**config.mk**
```make
export PLATFORM = sky130hd
export DESIGN_NAME = bdm_bit_engine
export DESIGN_NICKNAME = d
export VERILOG_FILES = /design/src/rtl/bdm_bit_engine.sv
export SDC_FILE = /design/constraint.sdc
export NUM_CORES = 1
export LEC_CHECK = 0
export BUFFER_PORTS_ARGS = -buffer_cell sky130_fd_sc_hd__clkbuf_2
export CAP_MARGIN = 0
export CORE_UTILIZATION = 54
export DETAILED_ROUTE_END_ITERATION = 8
export PLACE_DENSITY_LB_ADDON = 0.1
export SYNTH_ARGS = -nofsm -noshare
export SYNTH_HDL_FRONTEND = slang
export SYNTH_SLANG_ARGS = --single-unit
```
**constraint.sdc**
```tcl
create_clock -name clk -period 9.2 [get_ports clk]
set_input_delay 0.92 -clock clk [delete_from_list [all_inputs] [get_ports clk]]
set_output_delay 0.92 -clock clk [all_outputs]
set_load 0.01 [all_outputs]
```
**src/rtl/bdm_bit_engine.sv**
```systemverilog
// BDM byte engine: shifts one byte MSB-first on/off BKGD with sync-derived timing.
// Optional release speed-up pulse enabled by defining BDM_SPEEDUP_EN.
module bdm_bit_engine #(
  parameter int SPEEDUP_CYCLES = 2
) (
  input  logic        clk,
  input  logic        rst,
  input  logic [31:0] sync_length,
  input  logic        sync_length_is_ready,
  input  logic        bkgd_in,
  output logic        bkgd_oe,
  output logic        bkgd_out,
  input  logic        start_tx,
  input  logic [7:0]  tx_byte,
  input  logic        start_rx,
  output logic [7:0]  rx_byte,
  output logic        busy,
  output logic        done
);

`ifdef BDM_SPEEDUP_EN
  localparam bit SPD_EN = 1'b1;
`else
  localparam bit SPD_EN = 1'b0;
`endif
  localparam logic [29:0] SPD = 30'(SPEEDUP_CYCLES);

  typedef enum logic [1:0] {
    IDLE,
    BIT,
    DONE
  } state_t;

  state_t      state, state_nx;
  logic [25:0] tc, tc_nx;
  logic        is_tx, is_tx_nx;
  logic [7:0]  sh, sh_nx;
  logic [2:0]  bit_idx, bit_idx_nx;
  logic [29:0] cnt, cnt_nx;
  logic [7:0]  rx_nx;
  logic        busy_nx, done_nx;
  logic        oe_nx, out_nx;

  logic [31:0] sl_shift;
  logic [25:0] tc_new;
  logic [29:0] tcw, t4, t10, t13, t16;
  logic [29:0] low_len;

  assign sl_shift = sync_length >> 7;
  assign tc_new   = (sl_shift == 32'd0) ? 26'd1 : sl_shift[25:0];

  assign tcw = {4'd0, tc};
  assign t4  = tcw << 2;
  assign t10 = tcw * 30'd10;
  assign t13 = tcw * 30'd13;
  assign t16 = tcw << 4;

  // a zero bit is the only long low phase
  assign low_len = (is_tx && !sh[bit_idx]) ? t13 : t4;

  always_ff @(posedge clk or negedge rst) begin
    if (!rst) begin
      state    <= IDLE;
      tc       <= 26'd1;
      is_tx    <= 1'b0;
      sh       <= 8'h00;
      bit_idx  <= 3'd0;
      cnt      <= 30'd0;
      rx_byte  <= 8'h00;
      busy     <= 1'b0;
      done     <= 1'b0;
      bkgd_oe  <= 1'b0;
      bkgd_out <= 1'b1;
    end else begin
      state    <= state_nx;
      tc       <= tc_nx;
      is_tx    <= is_tx_nx;
      sh       <= sh_nx;
      bit_idx  <= bit_idx_nx;
      cnt      <= cnt_nx;
      rx_byte  <= rx_nx;
      busy     <= busy_nx;
      done     <= done_nx;
      bkgd_oe  <= oe_nx;
      bkgd_out <= out_nx;
    end
  end

  always_comb begin
    state_nx   = state;
    tc_nx      = tc;
    is_tx_nx   = is_tx;
    sh_nx      = sh;
    bit_idx_nx = bit_idx;
    cnt_nx     = cnt;
    rx_nx      = rx_byte;
    busy_nx    = 1'b0;
    done_nx    = 1'b0;
    oe_nx      = 1'b0;
    out_nx     = 1'b1;
    unique case (state)
      IDLE: begin
        if (sync_length_is_ready && (start_tx || start_rx)) begin
          state_nx   = BIT;
          tc_nx      = tc_new;
          is_tx_nx   = start_tx;
          bit_idx_nx = 3'd7;
          cnt_nx     = 30'd0;
          if (start_tx)
            sh_nx = tx_byte;
        end
      end
      BIT: begin
        busy_nx = 1'b1;
        if (cnt < low_len) begin
          oe_nx  = 1'b1;
          out_nx = 1'b0;
        end else if (SPD_EN && (cnt < low_len + SPD)) begin
          oe_nx  = 1'b1;
          out_nx = 1'b1;
        end
        if (!is_tx && (cnt == t10 - 30'd1))
          rx_nx = {rx_byte[6:0], bkgd_in};
        if (cnt == t16 - 30'd1) begin
          if (bit_idx == 3'd0) begin
            state_nx = DONE;
          end else begin
            bit_idx_nx = bit_idx - 3'd1;
            cnt_nx     = 30'd0;
          end
        end else begin
          cnt_nx = cnt + 30'd1;
        end
      end
      DONE: begin
        done_nx  = 1'b1;
        state_nx = IDLE;
      end
      default: state_nx = IDLE;
    endcase
  end

endmodule

```
==> results.cfg, run 1 <==
[status]
status = completed

[job]
drv_cap = 0

[synthesis]
synth_cells = 1280
ys_seq_elements = 81
netlist.area_leader.share = 0.185
syn_area_sq_um = 10700
synthFlopType = dfrtp_1
synthTopCellsByCount = ha_1, inv_1, a21oi_1
synth.area.top_cells = ha_1, dfrtp_1, xnor2_1, inv_1, mux2_2
ys_seq_area_frac = 0.189
yosysTopAreaCell = ha_1
yosys.cell_count.top_type = ha_1
ys_warn_count = 0
yosysUniqueCellTypes = 87
synth_nets = 1508
syn_avg_cell_area_sq_um = 8.38
synth_edf_count = 0
synthArstFlopShare = 1.00

[setup_path]
path_buf_inv = 1
max_stage_delay_ns = 0.61
critPathMaxFanout = 11
slowest_stage = a221oi_2
worst_setup_path_start_kind = register
reg2reg_to = rx_byte[6]
cp-end-kind = register
path_common_cell = ha_1
crit_arrival_ns = 6.18
path_class = register to register
r2r_setup_slack_ns = 3.25
worst_r2r_path_depth = 15
cp.required_ns = 9.43
critPathTopFamily = simple AND/OR/NAND/NOR gates
r2r_start = tc[3]
path_cells = ha_1, ha_1, inv_1, fa_1, nor2b_4, o211ai_1, a211oi_1, or3_1, a221oi_2, nand3_1, xnor2_1, or4_1, or4b_4, a2111oi_4, mux2_2

[grt]
grt_pass1_vias = 8801
antenna_found_initial = 0
grt_util_all_layers = 0.273
grt_max_degree = 54
overflow = 0
grt_pass1_wl_mm = 43.7

[routing]
post_drt_wl_per_cell_um = 17.0
postRouteAntennaNets = 0
viasPerCell = 5.87
first_pass_iters = 5
vias = 9231
drc = 0
drt_wl_total_mm = 26.7
drt_iter0_markers = 534

[sta]
fmaxAchievable_mhz = 168
tns_ns = 0
finalCriticalPeriod_ns = 5.95
period_share = 0.647
final_max_slew_viol_count = 0
worst_pin_slew_ns = 0.896
hold_viol = 0
setup_viol_count_final = 0
fin_skew_ns = 0.00730
max_slew_margin = 0.399
rsz0062_at_grt = no

[clock_tree]
post_cts_resized = 0
cts_root_buf = clkbuf_16
clockBufferDepth = 2
clock-sinks = 81
htreeDepth = 3
post-cts-setup-buffers = 0
cts_inserted_buffers = 9
worstSkewPairLatency_ns = 0.35
cts_tree = built
clk_pin_slew_ns = 0.06
cts_hold_buffers = 0

[die]
initial_core_util = 0.551
core_area_sq_um = 19500
ios = 58
chipWidth_um = 143
dieArea_sq_um = 20400
die_h_um = 143
row_count = 51

[power_and_ir_drop]
power_switching_w = 0.000165
swShare = 0.221
seqPwrFrac = 0.478
internal_power_w = 0.000581
comb_power_share = 0.025
powerDensity_nw_per_um2 = 64.9
total_power_w = 0.000746
clockPowerShare = 0.498
leakagePower_nw = 5.36
ir_drop_mv = 0.0835

[cells_and_area]
syn_to_final_growth_pct = 7.06
diodes = 0
postLayoutCoreUtil = 0.590
drive_above_1_share = 0.111
fin_area_sq_um = 11500
layout.nets = 1530

[placement]
hpwl_mm = 21.1
gp_congestion = 0.895
place_area_sq_um = 11200
portBuffers = 50

[worst_hold_path]
hold_class = input port to async pin
[layout by cell type (no fill, tap or decap), types with 25 or more instances in the layout]
cell / count
a21oi_1: 86
and3_1: 25
clkbuf_2: 49
dfrtp_1: 79
ha_1: 159
inv_1: 136
mux2_2: 41
nand2_1: 53
nand3_1: 53
nand4_1: 25
nor2_1: 79
o21ai_0: 78
xnor2_1: 62
xor2_1: 33
[flip-flops by register name, summed over array words and instances (netlist names)]
name	flops
rx_byte	8
state	2
busy	1
bit_idx	3
bkgd_oe	1
is_tx	1
tc	25
bkgd_out	1
sh	8
cnt	30
done	1
[layout make-up]
class | count | area, sq um
Multi-Input combinational cell | 1017 | 8010
Fill cell | 1814 | 7980
Tap cell | 265 | 332
Timing Repair Buffer | 56 | 298
Clock inverter | 6 | 66.3
Inverter | 137 | 514
Sequential cell | 81 | 2030
Clock buffer | 10 | 239
[worst max path at each step]
stage               startpoint  cells past startpoint  slack [ns]         end
CTS                      tc[3]                     15        3.24  rx_byte[6]
global placement         tc[3]                     15        3.30  rx_byte[3]
finish                   tc[3]                     15        3.25  rx_byte[6]
detailed placement       tc[3]                     15        3.25  rx_byte[6]
floorplan                tc[0]                     29        4.08     bkgd_oe
global route             tc[0]                     28        2.82     bkgd_oe
[power groups by stage]
| stage | sequential, W | clock (W) | combinational [W] |
|---|---|---|---|
| finish | 0.000356 | 0.000371 | 0.0000185 |
| global route | 0.000356 | 0.000396 | 0.0000212 |
| CTS | 0.000356 | 0.000383 | 0.0000193 |
| detailed placement | 0.000363 | 0 | 0.0000193 |
| global placement | 0.000363 | 0 | 0.0000191 |
| floorplan | 0.000363 | 0 | 0.000000760 |
[kinds of logic (layout without fill, tap and decap cells)]
kind of cell,Yosys count,after routing,share of synthesized area
and+or+nand+nor,359,359,0.178
xor gates and xnor gates,98,98,0.0839
AOI/OAI and AO/OA,321,321,0.196
muxes,57,57,0.0604
buffers and inverters,182,209,0.0645
adders and majority gates,182,182,0.228
DFF,81,81,0.189
[through the flow]
stage                     hold slack, ns  setup slack [ns]  std cells
final                              0.489              3.25       1572
after floorplan                    0.427              4.08       1280
after global routing               0.513              2.82       1572
after global placement             0.482              3.30       1556
after detailed placement           0.487              3.25       1556
after CTS                          0.494              3.24       1572
[metal layers]
layer  GRT usage  vias to the layer above  routed length (um)  part of all wire
met2       0.429                      169               11800              0.44
met1       0.400                     4384               13500              0.51
met3      0.0231                       25                 960             0.036
met5           0                        -                   0                 0
met4      0.0741                        0                 403             0.015
li1            -                     4653                   -                 -
[worst reg2reg max path, stage by stage, from the launching register on]
cell,delay [ns]
dfrtp_1,0.57
ha_1,0.30
ha_1,0.23
inv_1,0.08
fa_1,0.24
nor2b_4,0.05
o211ai_1,0.45
a211oi_1,0.16
or3_1,0.44
a221oi_2,0.61
nand3_1,0.34
xnor2_1,0.22
or4_1,0.55
or4b_4,0.58
a2111oi_4,0.59
mux2_2,0.41
Power figures use the tool's default switching activity.
==> run 2: changes to the inputs <==
Clock period 9.2 ns to 4.76 ns, I/O delays scaled along.
==> run 2 against run 1 <==
The run now ends with setup timing left. Combinational power is 97% higher. Register-to-register slack lost 3.4 ns. Clock skew is 0.0025 ns lower. Final area is 15% higher. Clock-buffer cell count down 1. Via count up 9.2%. Hold slack got worse by 0.17 ns. Critical path type unchanged.
==> results.cfg, run 2 (synthesized netlist as in run 1, its figures left out) <==
[routing]
postRouteAntennaNets = 0
first_pass_iters = 5
drt_iter0_markers = 468
post_drt_wl_per_cell_um = 16.7
drc = 0
viasPerCell = 5.75
vias = 10100
drt_wl_total_mm = 29.3

[setup_path]
r2r_setup_slack_ns = -0.20
worst_setup_path_start_kind = register
crit_arrival_ns = 5.19
critPathMaxFanout = 8
cp-end-kind = register
path_class = register to register
cp.required_ns = 4.99

[sta]
setup_viol_count_final = 10
fmaxAchievable_mhz = 202
worst_pin_slew_ns = 1.05
final_max_slew_viol_count = 0
worst_slack_ns = -0.199
hold_viol = 0
fin_skew_ns = 0.00476
rsz0062_at_grt = yes
finalCriticalPeriod_ns = 4.96
tns_ns = -1.51
period_share = 1.04
max_slew_margin = 0.300

[power_and_ir_drop]
total_power_w = 0.00145
powerDensity_nw_per_um2 = 110
ir_drop_mv = 0.212
leakagePower_nw = 6.28

[clock_tree]
worstSkewPairLatency_ns = 0.34
cts_hold_buffers = 0
cts_inserted_buffers = 9
clk_pin_slew_ns = 0.07
htreeDepth = 3
cts_root_buf = clkbuf_16
clock-sinks = 81
cts_tree = built
clockBufferDepth = 2

[grt]
grt_busiest_layer = met2
use_met1 = 0.417
use_met2 = 0.474
antenna_found_initial = 0
grt_max_degree = 82
overflow = 0
grt_pass1_vias = 9827
grt_util_all_layers = 0.296
use_met3 = 0.0248
grt_pass1_wl_mm = 47.9

[status]
violations = setup timing
status = finished, violations left

[worst_hold_path]
hold_class = input port to async pin

[cells_and_area]
diodes = 0
mostFrequentLayoutCell = buf_4
syn_to_final_growth_pct = 23.6
drive_above_1_share = 0.259
layout.nets = 1712
top_regs = cnt x30, tc x25
largest_register_ffs = 30
regMostFlops = cnt
postLayoutCoreUtil = 0.681
final_cell_mix = buf_4, ha_1, inv_1, nor2_1, dfrtp_1

[job]
drv_cap = 0

[die]
ios = 58
chipWidth_um = 143
initial_core_util = 0.551
row_count = 51
die_h_um = 143
dieArea_sq_um = 20400
core_area_sq_um = 19500

[placement]
portBuffers = 50
gp_congestion = 0.898
hpwl_mm = 22.9
==> run 2: cell count changes in the layout (fill, tap and decap cells not counted), sizes merged <==
cell,previous run,this run
clkbuf,59,58
clkinvlp,3,1
inv,138,139
buf,7,189
clkinv,1,3
==> run 2: critical path: stages, from the launching register on <==
cell       delay [ns]
dfrtp_2          0.44
buf_4            0.16
ha_4             0.24
ha_4             0.16
buf_4            0.13
a211o_1          0.37
a211oi_2         0.36
nor3_2           0.10
or3_4            0.41
a2111oi_4        0.34
a31oi_1          0.17
or4bb_1          0.50
o211ai_1         0.11
o21ai_1          0.10
or4b_4           0.51
a2111oi_4        0.21
buf_6            0.20
mux2_2           0.34
==> run 2: per-layer routing <==
| layer | part of all wire | vias up |
|---|---|---|
| met5 | 0 | - |
| met4 | 0.029 | 0 |
| met3 | 0.036 | 44 |
| met2 | 0.45 | 179 |
| met1 | 0.49 | 4827 |
| li1 | - | 5034 |
==> run 2: area by class of cell <==
cell class                 count  area, sq um
fill                        1630         6210
multi-input combinational   1017         8380
tap                          265          332
timing repair buffer         238         1700
sequential                    81         2030
clock buffer                   9          225
clock inverter                 7         77.6
inverter                     137          514
==> run 2: stage by stage <==
| step | hold slack [ns] | instance area [sq um] | worst slack [ns] | instances |
|---|---|---|---|---|
| final | 0.318 | 13300 | -0.199 | 1754 |
| after global routing | 0.357 | 13300 | -0.395 | 1754 |
| after CTS | 0.354 | 13200 | -0.131 | 1751 |
| after detailed placement | 0.462 | 12500 | -0.339 | 1716 |
| after global placement | 0.447 | 12500 | -0.274 | 1716 |
| after floorplan | 0.180 | 10800 | -0.0489 | 1280 |
==> run 2: worst paths after layout <==
| path | start | to | cells past startpoint |
|---|---|---|---|
| setup reg to reg | tc[3] | rx_byte[7] | 17 |
| hold reg to reg | state[0] | done | 1 |
| setup / recovery | tc[3] | rx_byte[7] | 17 |
| min in group clk | tx_byte[6] | sh[6] | 2 |
| hold / removal | rst | sh[7] | 1 |
| max in group asynchronous | rst | tc[3] | 1 |
==> run 2: what timing repair did <==
action	CTS	global route
cloned	0	0
resized for setup	46	17
pin swaps	43	13
buffers inserted	19	3
setup endpoints to repair	10	10
==> run 2: where the power goes <==
part           internal (W)  switching, W   total, W  leakage, nW
clock              0.000412      0.000318   0.000729        0.146
sequential         0.000688             0   0.000688         1.03
combinational     0.0000122     0.0000242  0.0000364         5.11
total               0.00111      0.000342    0.00145         6.28
==> run 3: changes to the inputs <==
Settings changed: ABC_AREA set to 1.
==> run 3 against run 2 <==
The flow now finishes without violations. Non-clock buffer count is 147 lower. Clock power is 5.2% higher. Via count is 19% higher. Worst setup slack better by 0.53 ns. Critical endpoint is now bkgd_oe. Final area is 0.45% lower. Sequential power hardly changed. Cell count is 26% higher.
==> results.cfg, run 3 <==
[grt]
grt_util_all_layers = 0.302
overflow = 0
grt_pass1_vias = 11000
grt_pass1_wl_mm = 53.8
antenna_found_initial = 0
grt_max_degree = 44

[setup_path]
path_class = register to register
reg2reg_to = bkgd_oe
path_buf_inv = 7
worst_r2r_path_depth = 26
r2r_setup_slack_ns = 0.33
cp-end-kind = register
critPathMaxFanout = 4
critPathTopFamily = adder cells
r2r_start = tc[7]
path_common_cell = inv_1
crit_arrival_ns = 4.67
worst_setup_path_start_kind = register
cp.depth = 26
slowest_stage = fa_1
max_stage_delay_ns = 0.50
cp.required_ns = 5.00

[cells_and_area]
syn_to_final_growth_pct = 8.93
largest_register_ffs = 30
mostFrequentLayoutCell = nand2_1
drive_above_1_share = 0.119
layout.nets = 2146
diodes = 0
regMostFlops = cnt
fin_area_sq_um = 13200
top_regs = cnt x30, tc x25
final_cell_mix = nand2_1, inv_1, nand3_1, ha_1, nor2_1

[sta]
worst_pin_slew_ns = 1.17
rsz0062_at_grt = no
fmaxAchievable_mhz = 226
setup_viol_count_final = 0
finalCriticalPeriod_ns = 4.43
tns_ns = 0
final_max_slew_viol_count = 0
period_share = 0.931
hold_viol = 0
fin_skew_ns = 0.00841
max_slew_margin = 0.218

[clock_tree]
cts_inserted_buffers = 9
cts_tree = built
htreeDepth = 3
clk_pin_slew_ns = 0.07
worstSkewPairLatency_ns = 0.35
clockBufferDepth = 2
clock-sinks = 81
post-cts-setup-buffers = 0
cts_root_buf = clkbuf_16

[synthesis]
synthFlopType = dfrtp_1
netlist.area_leader.share = 0.164
synth_nets = 2081
ys_seq_area_frac = 0.168
yosys.cell_count.top_type = nand2_1
synth_cells = 1853
yosysTopAreaCell = ha_1
synthArstFlopShare = 1.00
synth_edf_count = 0
ys_seq_elements = 81
syn_area_sq_um = 12100
syn_avg_cell_area_sq_um = 6.54
synthTopCellsByCount = nand2_1, inv_1, nand3_1, ha_1, nor2_1
yosysUniqueCellTypes = 49
synth.area.top_cells = ha_1, dfrtp_1, nand2_1, inv_1, nand3_1
ys_warn_count = 0

[power_and_ir_drop]
leakagePower_nw = 7.23
ir_drop_mv = 0.172
powerDensity_nw_per_um2 = 113

[placement]
hpwl_mm = 28.0
portBuffers = 50
gp_congestion = 0.976
place_area_sq_um = 12800

[routing]
post_drt_wl_per_cell_um = 15.3
drt_wl_total_mm = 33.7
vias = 12000
first_pass_iters = 6
viasPerCell = 5.45
drc = 0
postRouteAntennaNets = 0
drt_iter0_markers = 532

[die]
dieArea_sq_um = 23000
chipWidth_um = 152
ios = 58
die_h_um = 152
row_count = 54
initial_core_util = 0.553
core_area_sq_um = 21900

[worst_hold_path]
hold_class = input port to async pin

[status]
status = completed

[job]
drv_cap = 0
## run 3: worst max path at each step
stage	from	endpoint	slack (ns)
after CTS	tc[8]	bkgd_oe	0.06
after floorplan	tc[6]	bkgd_oe	0.48
final	tc[7]	bkgd_oe	0.33
after global routing	tc[0]	bkgd_oe	0.03
after detailed placement	tc[8]	bkgd_oe	0.09
after global placement	tc[8]	bkgd_oe	0.14
## run 3: through the flow
step | hold slack (ns) | setup slack (ns) | total power (W) | utilization | instances
after floorplan | 0.180 | 0.479 | 0.000705 | - | 1853
after global placement | 0.445 | 0.145 | 0.000737 | 0.587 | 2187
after detailed placement | 0.446 | 0.0921 | 0.000738 | 0.587 | 2187
after CTS | 0.118 | 0.0583 | 0.00150 | 0.601 | 2203
after global routing | 0.133 | 0.0336 | 0.00153 | 0.603 | 2203
final | 0.0995 | 0.330 | 0.00149 | 0.603 | 2203
## run 3: repair_timing
item	4_1_cts	5_1_grt
gates resized for setup	0	8
hold buffers	0	0
setup endpoints to repair	0	2
## run 3: area by class of cell
| type | instances | area (sq um) |
|---|---|---|
| Clock buffer | 10 | 229 |
| Clock inverter | 6 | 90.1 |
| Fill cell | 2178 | 8690 |
| Inverter | 306 | 1150 |
| Multi-Input combinational cell | 1429 | 8790 |
| Sequential cell | 81 | 2030 |
| Tap cell | 280 | 350 |
| Timing Repair Buffer | 91 | 561 |
## run 3: cells by family (layout without fill, tap and decap cells)
kind of cell,count (synthesis),in the layout,synth area share
compound gates,183,183,0.0818
xor+xnor,86,86,0.0633
fa+ha+maj,182,182,0.202
buf+inv,343,413,0.110
flops,81,81,0.168
mux,7,7,0.00651
simple gates,971,971,0.369
## run 3: metal layers
layer / up-vias / GRT usage / wire length, um
met5: - / 0 / 0
met4: 0 / 0.123 / 1220
met3: 74 / 0.0234 / 1430
met2: 297 / 0.513 / 15600
met1: 5513 / 0.396 / 15400
li1: 6115 / - / -
## run 3: power by group
part	leakage (nW)	switching, W	internal (W)
combinational	6.07	0.0000220	0.0000131
clock	0.153	0.000304	0.000463
sequential	1.01	0	0.000688
total	7.23	0.000326	0.00116
## run 3: worst register-to-register path, cell delays in order (launching register included)
cell and delay [ns]:
dfrtp_1 0.35, inv_1 0.09, ha_1 0.28, inv_1 0.05, fa_1 0.50, inv_1 0.04, ha_1 0.32, a21o_1 0.22
a31oi_1 0.15, nand3_1 0.17, a21oi_2 0.17, inv_1 0.08, a21oi_4 0.18, inv_1 0.07, a21oi_2 0.15, inv_1 0.06
nand3_1 0.08, nand3_1 0.07, nand3_1 0.09, o21ai_0 0.11, ha_1 0.33, nand4_1 0.14, nor3_2 0.15, nor4b_2 0.20
nand2_1 0.08, nand3_1 0.15, inv_1 0.05
